==> src/rtl/gp_writeback_pkg.sv <==
// gp_writeback_pkg: shared widths, register indices and arbiter encodings for the write-back stage
package gp_writeback_pkg;
    localparam int DATA_WIDTH     = 16;
    localparam int REG_ADDR_WIDTH = 2;
    localparam int NUM_GP_REGS    = 4;
    localparam int FIFO_DEPTH     = 4;
    localparam logic [REG_ADDR_WIDTH-1:0] REG_A = 2'd0;
    localparam logic [REG_ADDR_WIDTH-1:0] REG_B = 2'd1;
    localparam logic [REG_ADDR_WIDTH-1:0] REG_C = 2'd2;
    localparam logic [REG_ADDR_WIDTH-1:0] REG_D = 2'd3;
    typedef enum logic {WB_SRC_ALU = 1'b0, WB_SRC_MEM = 1'b1} wb_src_e;
endpackage

==> src/rtl/gp_writeback_fifo.sv <==
// gp_writeback_fifo: synchronous in-order FIFO holding {dest, data} write-back entries
module gp_writeback_fifo #(
    parameter int WIDTH = 18,
    parameter int DEPTH = 4
) (
    input  logic                     clk,
    input  logic                     reset,
    input  logic                     push,
    input  logic                     pop,
    input  logic [WIDTH-1:0]         wdata,
    output logic [WIDTH-1:0]         rdata,
    output logic                     full,
    output logic                     empty,
    output logic [$clog2(DEPTH):0]   count
);
    localparam int AW = $clog2(DEPTH);
    logic [WIDTH-1:0] mem [DEPTH];
    logic [AW-1:0]    wr_ptr, rd_ptr;
    logic             do_push, do_pop;
    assign do_push = push & ~full;
    assign do_pop  = pop & ~empty;
    assign full    = count == (AW+1)'(DEPTH);
    assign empty   = count == '0;
    assign rdata   = mem[rd_ptr];
    always_ff @(posedge clk or negedge reset)
        if (!reset) begin
            wr_ptr <= '0;
            rd_ptr <= '0;
            count  <= '0;
        end else begin
            if (do_push) wr_ptr <= wr_ptr + 1'b1;
            if (do_pop) rd_ptr <= rd_ptr + 1'b1;
            if (do_push != do_pop) count <= do_push ? count + 1'b1 : count - 1'b1;
        end
    always_ff @(posedge clk)
        if (do_push) mem[wr_ptr] <= wdata;
endmodule

==> src/rtl/gp_writeback.sv <==
// gp_writeback: round-robin arbitrates ALU/load results, buffers them in order and
// retires one gp_registers write per cycle while publishing per-register pending bits
module gp_writeback #(
    parameter int DATA_WIDTH     = gp_writeback_pkg::DATA_WIDTH,
    parameter int REG_ADDR_WIDTH = gp_writeback_pkg::REG_ADDR_WIDTH,
    parameter int FIFO_DEPTH     = gp_writeback_pkg::FIFO_DEPTH
) (
    input  logic                            clk,
    input  logic                            reset,
    input  logic                            alu_valid,
    input  logic [REG_ADDR_WIDTH-1:0]       alu_dest,
    input  logic [DATA_WIDTH-1:0]           alu_data,
    output logic                            alu_ready,
    input  logic                            mem_valid,
    input  logic [REG_ADDR_WIDTH-1:0]       mem_dest,
    input  logic [DATA_WIDTH-1:0]           mem_data,
    output logic                            mem_ready,
    input  logic                            wb_stall,
    output logic                            write_enable,
    output logic [REG_ADDR_WIDTH-1:0]       store_at,
    output logic [DATA_WIDTH-1:0]           alu_result,
    output logic [(1<<REG_ADDR_WIDTH)-1:0]  pending,
    output logic [$clog2(FIFO_DEPTH):0]     fifo_count
);
    import gp_writeback_pkg::*;
    localparam int NR = 1 << REG_ADDR_WIDTH;
    localparam int EW = DATA_WIDTH + REG_ADDR_WIDTH;
    localparam int CW = $clog2(FIFO_DEPTH + 2);
    wb_src_e                   last_src;
    logic                      full, empty, accept, load, pop, out_valid, alu_grant;
    logic [REG_ADDR_WIDTH-1:0] in_dest, out_dest;
    logic [DATA_WIDTH-1:0]     in_data, out_data;
    logic [EW-1:0]             head;
    // ALU wins when it is alone or when the load unit was granted last
    assign alu_grant    = alu_valid & (~mem_valid | (last_src == WB_SRC_MEM));
    assign alu_ready    = reset & ~full & alu_grant;
    assign mem_ready    = reset & ~full & mem_valid & ~alu_grant;
    assign accept       = alu_ready | mem_ready;
    assign in_dest      = mem_ready ? mem_dest : alu_dest;
    assign in_data      = mem_ready ? mem_data : alu_data;
    assign write_enable = out_valid & ~wb_stall;
    assign store_at     = out_valid ? out_dest : '0;
    assign alu_result   = out_valid ? out_data : '0;
    // an empty output stage refills even under stall, giving FIFO_DEPTH+1 capacity
    assign load         = write_enable | ~out_valid;
    assign pop          = load & ~empty;

    gp_writeback_fifo #(.WIDTH(EW), .DEPTH(FIFO_DEPTH)) u_fifo (
        .clk   (clk),
        .reset (reset),
        .push  (accept),
        .pop   (pop),
        .wdata ({in_dest, in_data}),
        .rdata (head),
        .full  (full),
        .empty (empty),
        .count (fifo_count)
    );

    always_ff @(posedge clk or negedge reset)
        if (!reset) begin
            out_valid <= 1'b0;
            out_dest  <= '0;
            out_data  <= '0;
            last_src  <= WB_SRC_ALU;
        end else begin
            if (load) out_valid <= ~empty;
            if (pop) begin
                out_dest <= head[EW-1:DATA_WIDTH];
                out_data <= head[DATA_WIDTH-1:0];
            end
            if (accept) last_src <= mem_ready ? WB_SRC_MEM : WB_SRC_ALU;
        end

    for (genvar r = 0; r < NR; r++) begin : g_pend
        logic [CW-1:0] cnt;
        logic          inc, dec;
        assign inc        = accept & (in_dest == REG_ADDR_WIDTH'(r));
        assign dec        = write_enable & (out_dest == REG_ADDR_WIDTH'(r));
        assign pending[r] = |cnt;
        always_ff @(posedge clk or negedge reset)
            if (!reset) cnt <= '0;
            else if (inc != dec) cnt <= inc ? cnt + 1'b1 : cnt - 1'b1;
        a_no_overflow: assert property (@(posedge clk) disable iff (!reset) !(inc && !dec && (&cnt)));
        a_no_underflow: assert property (@(posedge clk) disable iff (!reset) !(dec && !inc && cnt == '0));
    end
endmodule

==> config.mk <==
export PLATFORM = sky130hd
export DESIGN_NAME = gp_writeback
export DESIGN_NICKNAME = d
export VERILOG_FILES = /design/src/rtl/gp_writeback_pkg.sv /design/src/rtl/gp_writeback_fifo.sv /design/src/rtl/gp_writeback.sv
export SDC_FILE = /design/constraint.sdc
export NUM_CORES = 1
export LEC_CHECK = 0
export BUFFER_PORTS_ARGS = -buffer_cell sky130_fd_sc_hd__buf_2
export CAP_MARGIN = 20
export CORE_MARGIN = 8
export CORE_UTILIZATION = 50
export DETAILED_ROUTE_END_ITERATION = 10
export PLACE_DENSITY = 0.78
export SLEW_MARGIN = 10
export SYNTH_ARGS = -nofsm -noshare
export SYNTH_HDL_FRONTEND = slang
export SYNTH_HIERARCHICAL = 1
export SYNTH_SLANG_ARGS = --single-unit
==> constraint.sdc <==
create_clock -name clk -period 5.3 [get_ports clk]
set_input_delay 1.06 -clock clk [delete_from_list [all_inputs] [get_ports clk]]
set_output_delay 1.06 -clock clk [all_outputs]
set_load 0.02 [all_outputs]
==> Yosys cells after proc, flatten, opt, wreduce, memory -nomap -nowiden <==
Memory sizes are Yosys's and may differ from the RTL's. A register that Yosys moved wholly into a read port is not among the register bits.
Cells that the tools add are included.
{ "totals": {"elab_cells": 80, "ramBits": 72, "inputBits": 41, "register_bits": 21, "n_memories": 1, "out_inout_bits": 28} }
{ "op_classes": {"n_mux": 12, "addsub": 12, "n_eq_ne": 12, "bitwise_logic": 26, "n_reduce_logical": 8} }
{ "memory_table": {"columns": ["name", "depth", "width", "read_ports", "rd_clocked_by_memory_dff", "wr", "line_no", "source"], "rows": [
  ["u_fifo.mem", 4, 18, 1, 1, 1, "gp_writeback_fifo.sv:17", "logic [WIDTH-1:0] mem [DEPTH];"]
]} }
{ "op_table": {"columns": ["op", "n"], "rows": [
  ["$mux 16", 2],
  ["$and 1x1->1", 17],
  ["$add 3x1->3 const B", 5],
  ["$mux 3", 5],
  ["$sub 3x1->3 const B", 5],
  ["$reduce_or 3->1", 4],
  ["$eq 2x2->1 const B", 4],
  ["$not 1->1", 6],
  ["$ne 1x1->1", 5],
  ["$add 2x1->2 const B", 2],
  ["$eq 2x1->1 const B", 2],
  ["$logic_not 2->1", 2],
  ["$mux 2", 2],
  ["$eq 3x3->1 const B", 1],
  ["$logic_not 3->1", 1],
  ["$mux 1", 3],
  ["$or 1x1->1", 3],
  ["$logic_not 1->1", 1]
]} }

==> Depth between registers and ports, before layout <==
{ "depth": {"ltp_word": 9, "ltp_mapped": 12, "mapped_depth_nobuf": 10} }

==> By module <==
The synthesis kept the hierarchy.
{ "modules_own_cells": {"columns": ["mod", "area_per_inst_um2", "seq_area_each_um2", "cells_each", "instances"], "rows": [
  ["gp_writeback_fifo", 3155.5, 2337.2, 154, 1],
  ["gp_writeback", 1980.6, 800.8, 192, 1]
]} }

==> Worst setup path before layout <==
OpenSTA, ideal clock, no wires.
{ "synth_timing": {"path_kind": "in2out", "start": "input port mem_valid", "end": "output port mem_ready", "stages": 4, "t_arrival_ns": 1.832, "n_path_buf": 1, "required_time_ns": 4.240, "slack_ns": 2.408, "path_cell_list": "and3b_4 -> nand2_1 -> clkinv_1 -> buf_1"} }
{ "synth_via": {"elab_chain_len": 5, "elab_cells_between_ends": 6, "classes_between": "bitwise (6)"} }
{ "synth_rtl": {"columns": ["element", "line_no", "source"], "rows": [
  ["from (decl)", "gp_writeback.sv:14", "input logic mem_valid,"],
  ["$not 1->1", "gp_writeback.sv:35", "assign alu_grant = alu_valid & (~mem_valid | (last_src == WB_SRC_MEM));"],
  ["$or 1x1->1", "gp_writeback.sv:35", null],
  ["$and 1x1->1", "gp_writeback.sv:35", null],
  ["$not 1->1", "gp_writeback.sv:37", "assign mem_ready = reset & ~full & mem_valid & ~alu_grant;"],
  ["$and 1x1->1 *", "gp_writeback.sv:37", null],
  ["to (decl)", "gp_writeback.sv:17", "output logic mem_ready,"]
]} }
Mark *: on every way between the ends. The rest lies on a longest branch, timed or not.

==> Worst setup path in the final report <==
{ "layout_timing": {"start": "register u_fifo.count[2]", "end": "output port mem_ready"} }
{ "layout_via": {"elab_chain_len": 5} }
{ "layout_rtl": {"columns": ["element", "line_no", "source"], "rows": [
  ["from (decl)", "gp_writeback_fifo.sv:14", "output logic [$clog2(DEPTH):0] count"],
  ["from (signal assigned)", "gp_writeback_fifo.sv:33", "if (do_push != do_pop) count <= do_push ? count + 1'b1 : count - 1'b1;"],
  ["$eq 3x3->1", "gp_writeback_fifo.sv:22", "assign full = count == (AW+1)'(DEPTH);"],
  ["via full", "gp_writeback.sv:30", "logic full, empty, accept, load, pop, out_valid, alu_grant;"],
  ["$not 1->1", "gp_writeback.sv:37", null],
  ["$and 1x1->1 (3 in series)", "gp_writeback.sv:37", null]
]} }
The timed path passes the listed nets, and every way through them passes these cells.

==> metrics.txt <==
# TYPE chip_impl_metric gauge
chip_impl_info{name="rsz0062_at_grt",value="false"} 1
chip_impl_metric{name="die_x",unit="um"} 117
chip_impl_metric{name="cts.path.max_buffers",unit=""} 2
chip_impl_metric{name="actual_transition_at_the_worst_max_transition_pin",unit="ns"} 0.991
chip_impl_metric{name="grt_max_degree",unit=""} 42
chip_impl_metric{name="fp.dieH",unit="um"} 117
chip_impl_info{name="post-synth-top-area-cell",value="sky130_fd_sc_hd__edfxtp_1"} 1
chip_impl_metric{name="antenna_found_initial",unit=""} 0
chip_impl_metric{name="power_report.internal_total",unit="W"} 0.00204
chip_impl_metric{name="clk_latency",unit="ns"} 0.37
chip_impl_info{name="setup.worst_path.class",value="reg -> out"} 1
chip_impl_metric{name="worst-path-buf-inv",unit=""} 3
chip_impl_metric{name="global_route.usage.total",unit=""} 0.146
chip_impl_metric{name="ioPinCount",unit=""} 69
chip_impl_info{name="clockRootBuffer",value="sky130_fd_sc_hd__clkbuf_8"} 1
chip_impl_metric{name="number_of_antenna_violating_nets_in_the_routed_design",unit=""} 0
chip_impl_metric{name="ff_latch_count_synth",unit=""} 111
chip_impl_metric{name="cp_slowest_stage_delay",unit="ns"} 0.56
chip_impl_info{name="yosys-top-cells-area",value="sky130_fd_sc_hd__edfxtp_1, sky130_fd_sc_hd__dfrtp_1, sky130_fd_sc_hd__mux4_2"} 1
chip_impl_metric{name="nets",unit=""} 465
chip_impl_metric{name="synthesis.area_per_instance",unit="sq um"} 14.8
chip_impl_metric{name="irDropWorstVdd",unit="mV"} 0.232
chip_impl_metric{name="syn_to_final_growth",unit="%"} 13.2
chip_impl_metric{name="mapped_area",unit="sq um"} 5140
chip_impl_metric{name="cellPowerDensity",unit="nW/um^2"} 545
chip_impl_metric{name="route.detailed.vias_per_inst",unit=""} 5.26
chip_impl_metric{name="synth-warning-count",unit=""} 6
chip_impl_metric{name="setup_viol_count_final",unit=""} 0
chip_impl_metric{name="hold-worst-slack",unit="ns"} 0.469
chip_impl_metric{name="compound_cell_area_share_of_the_yosys_netlist",unit=""} 0.0343
chip_impl_metric{name="start_util",unit=""} 0.507
chip_impl_metric{name="worst-r2r-cell-count",unit=""} 6
chip_impl_metric{name="synth_seq_area_share",unit=""} 0.611
chip_impl_metric{name="global_route_wire_length_before_repair",unit="mm"} 16.2
chip_impl_metric{name="post_synth_fa_ha_maj_area_fraction",unit=""} 0.0278
chip_impl_metric{name="critical_path.max_fanout",unit=""} 20
chip_impl_metric{name="routed_wire_length_per_instance",unit="um"} 17.2
chip_impl_metric{name="synth_edf_count",unit=""} 72
chip_impl_metric{name="place.detailed.hpwl",unit="mm"} 6.66
chip_impl_metric{name="timing.final.crit_share",unit=""} 0.692
chip_impl_metric{name="cts.hold.buffers_added",unit=""} 0
chip_impl_metric{name="ff2ff_setup_slack",unit="ns"} 2.21
chip_impl_metric{name="final-hold-violation-count",unit=""} 0
chip_impl_metric{name="grt_pass1_vias",unit=""} 3243
chip_impl_metric{name="maxCapViolations",unit=""} 0
chip_impl_info{name="synth.cells.most_frequent",value="sky130_fd_sc_hd__edfxtp_1, sky130_fd_sc_hd__nand2_1, sky130_fd_sc_hd__dfrtp_1"} 1
chip_impl_metric{name="netlist_instances",unit=""} 346
chip_impl_metric{name="detail_route.first_pass.iterations",unit=""} 4
chip_impl_info{name="crit-reg2reg-launch",value="u_fifo/count[2]$_DFFE_PN0P_"} 1
chip_impl_metric{name="synth_top_cell_area_share",unit=""} 0.421
chip_impl_info{name="synth_top_family_by_area",value="multiplexers"} 1
chip_impl_info{name="min-delay-start",value="g_pend[3].cnt[2]$_DFFE_PN0P_"} 1
chip_impl_metric{name="cts_htree_levels",unit=""} 3
chip_impl_info{name="cp_slowest_cell",value="sky130_fd_sc_hd__dfrtp_1"} 1
chip_impl_metric{name="cts_made_buffers",unit=""} 9
chip_impl_metric{name="yosys-mux-area-fraction",unit=""} 0.141
chip_impl_metric{name="multi_input_comb_area",unit="sq um"} 1870
chip_impl_metric{name="layout.filler_cells",unit=""} 813
chip_impl_info{name="tritoncts",value="built"} 1
chip_impl_info{name="min_delay_worst_type",value="reg -> reg"} 1
chip_impl_metric{name="critical_path_cell_count",unit=""} 6
chip_impl_metric{name="min_path_cells",unit=""} 1
chip_impl_info{name="result_of_the_run",value="completed"} 1
chip_impl_metric{name="min_period",unit="ns"} 3.67
chip_impl_metric{name="layout_cell_share_with_drive_strength_beyond_1",unit=""} 0.352
chip_impl_metric{name="seq_area",unit="sq um"} 3140
chip_impl_metric{name="placement.io_buffers",unit=""} 68
chip_impl_metric{name="drt_wirelength",unit="mm"} 9.58
chip_impl_metric{name="synth.lib_cells_used.distinct",unit=""} 53
chip_impl_metric{name="setup-tns-final",unit="ns"} 0
chip_impl_metric{name="drt_first_iter_violations",unit=""} 144
chip_impl_metric{name="routabilityCongestion",unit=""} 0.720
chip_impl_metric{name="async_flop_share",unit=""} 0.351
chip_impl_metric{name="grt.overflow.total",unit=""} 0
chip_impl_metric{name="drt_drc_violations_left",unit=""} 0
chip_impl_info{name="cpLargestDelayFamily",value="buffers and inverters"} 1
chip_impl_metric{name="critPathArrivalTime",unit="ns"} 2.61
chip_impl_info{name="worst_setup_path_startpoint",value="u_fifo/count[2]$_DFFE_PN0P_"} 1
chip_impl_metric{name="core.rowCount",unit=""} 37
chip_impl_metric{name="crit_required",unit="ns"} 4.24
chip_impl_info{name="critPathLaunchType",value="flip-flop"} 1
chip_impl_metric{name="max_freq",unit="MHz"} 273
chip_impl_metric{name="sequentialPowerShare",unit=""} 0.444
chip_impl_metric{name="core_area",unit="sq um"} 10100
chip_impl_metric{name="total_via_count_in_the_routed_design",unit=""} 2923
chip_impl_info{name="prevailing_post_synth_register_cell",value="sky130_fd_sc_hd__edfxtp_1"} 1
chip_impl_metric{name="pwr-share-comb",unit=""} 0.393
chip_impl_metric{name="total_leakage_power",unit="nW"} 2.30
chip_impl_metric{name="dieArea",unit="sq um"} 13800
chip_impl_info{name="crit_chain",value="nor3b_4 -> and3b_4 -> nand2_1 -> buf_4 -> clkinv_1 -> buf_2"} 1
chip_impl_info{name="endpoint_kind",value="primary output"} 1
chip_impl_metric{name="fin_worst_skew",unit="ns"} 0.0125
chip_impl_metric{name="post_synth_xor_area_fraction",unit=""} 0.0331
chip_impl_metric{name="mappedNetlistNets",unit=""} 396
chip_impl_info{name="leading_cell_type_by_number_of_instances_after_synthesis",value="sky130_fd_sc_hd__edfxtp_1"} 1
chip_impl_metric{name="clkPwrFrac",unit=""} 0.163
chip_impl_metric{name="cts.repair.resized",unit=""} 0
chip_impl_metric{name="synthesized_area_fraction_occupied_by_and_or_nand_nor_cells",unit=""} 0.128
chip_impl_metric{name="power.switching_fraction",unit=""} 0.356
chip_impl_metric{name="cts.repair_timing.setup_buffer_count",unit=""} 0
chip_impl_metric{name="clkSlewWorstSetupHoldPaths",unit="ns"} 0.11
chip_impl_metric{name="power.switching",unit="W"} 0.00113
chip_impl_metric{name="maxSlewHeadroom",unit=""} 0.339
chip_impl_metric{name="slew_viol_final",unit=""} 0
chip_impl_metric{name="tritoncts_num_sinks",unit=""} 111
chip_impl_metric{name="antenna-diode-count",unit=""} 0
==> per-stage QoR <==
stage               setup WS, ns  total power, W  std cells  cell area [sq um]  utilization
CTS                         1.55         0.00321        555               5800        0.572
floorplan                   2.41         0.00235        346               5140            -
global placement            1.47         0.00262        539               5600        0.552
finish                      1.63         0.00317        556               5810        0.573
detailed placement          1.29         0.00269        539               5600        0.552
global route                1.36         0.00338        556               5810        0.573
==> flip-flops by register name, indices dropped and copies added (netlist names), 2 cells and up <==
register       cells
u_fifo/mem        72
g_pend.cnt        12
out_dest           2
u_fifo/count       3
u_fifo/rd_ptr      2
u_fifo/wr_ptr      2
out_data          16
==> power by group through the flow <==
| stage | Clock, W | Combinational, W | Sequential [W] |
|---|---|---|---|
| 2_1_floorplan | 0 | 0.00102 | 0.00133 |
| 6_report | 0.000516 | 0.00124 | 0.00141 |
| 4_1_cts | 0.000532 | 0.00127 | 0.00142 |
| 3_3_place_gp | 0 | 0.00120 | 0.00142 |
| 3_5_place_dp | 0 | 0.00126 | 0.00143 |
| 5_1_grt | 0.000564 | 0.00137 | 0.00145 |
==> metal layers <==
metal	part of all wire	global-route usage
met2	0.50	0.243
met5	0	0
met4	0.0042	0.0324
met3	0.052	0.0427
met1	0.44	0.184
==> path summary, 6_finish.rpt <==
| path | end |
|---|---|
| worst min-delay path | g_pend[3].cnt[2]$_DFFE_PN0P_ |
| min in group asynchronous | g_pend[0].cnt[1]$_DFFE_PN0P_ |
| max in group asynchronous | out_data[5]$_DFFE_PN0P_ |
| worst min register to register | g_pend[3].cnt[2]$_DFFE_PN0P_ |
| worst max register to register | u_fifo/mem[1][3]$_DFFE_PP_ |
| worst max-delay path | mem_ready |
==> worst reg2reg max path: cells and delay by family (launching register included) <==
family | cells | cell delay, ns
buffers and inverters | 1 | 0.17
DFF | 1 | 0.51
and+or+nand+nor | 5 | 2.03
==> cell type report <==
cell class	count	area share
Sequential cell	111	0.540
Multi-Input combinational cell	208	0.322
Timing Repair Buffer	73	0.0656
Inverter	12	0.00775
Clock buffer	9	0.0213
Clock inverter	7	0.0144
Tap cell	136	0.0293
==> logic make-up after synthesis <==
family | after synthesis
AND/OR/NAND/NOR | 121
flip-flops | 111
XOR/XNOR | 16
buffers and inverters | 27
adder cells (fa/ha/maj) | 9
AO/OA/AOI/OAI | 16
multiplexers | 46
==> placed cells by master, fill, tap and decap left out, types with 2 or more instances in the layout <==
cell type,count
sky130_fd_sc_hd__clkbuf_8,9
sky130_fd_sc_hd__nor3b_2,2
sky130_fd_sc_hd__nand2_1,58
sky130_fd_sc_hd__ha_1,5
sky130_fd_sc_hd__mux2i_1,4
sky130_fd_sc_hd__buf_2,68
sky130_fd_sc_hd__mux2_1,2
sky130_fd_sc_hd__o2111ai_1,2
sky130_fd_sc_hd__mux2_2,20
sky130_fd_sc_hd__xnor2_2,3
sky130_fd_sc_hd__nand3b_1,2
sky130_fd_sc_hd__nor2b_1,6
sky130_fd_sc_hd__or3_1,5
sky130_fd_sc_hd__fa_1,4
sky130_fd_sc_hd__nor3_1,2
sky130_fd_sc_hd__and3b_4,2
sky130_fd_sc_hd__nor2_1,5
sky130_fd_sc_hd__buf_4,4
sky130_fd_sc_hd__o22a_1,2
sky130_fd_sc_hd__edfxtp_1,72
sky130_fd_sc_hd__clkinv_1,2
sky130_fd_sc_hd__inv_1,11
sky130_fd_sc_hd__dfrtp_1,39
sky130_fd_sc_hd__mux4_2,18
sky130_fd_sc_hd__mux2_4,2
sky130_fd_sc_hd__nand2b_1,3
sky130_fd_sc_hd__nand3_1,4
sky130_fd_sc_hd__and2_1,22
sky130_fd_sc_hd__xnor2_1,10
sky130_fd_sc_hd__xor2_1,2
sky130_fd_sc_hd__nand4b_1,2
sky130_fd_sc_hd__clkinv_4,2
Power figures use the tool's default switching activity.
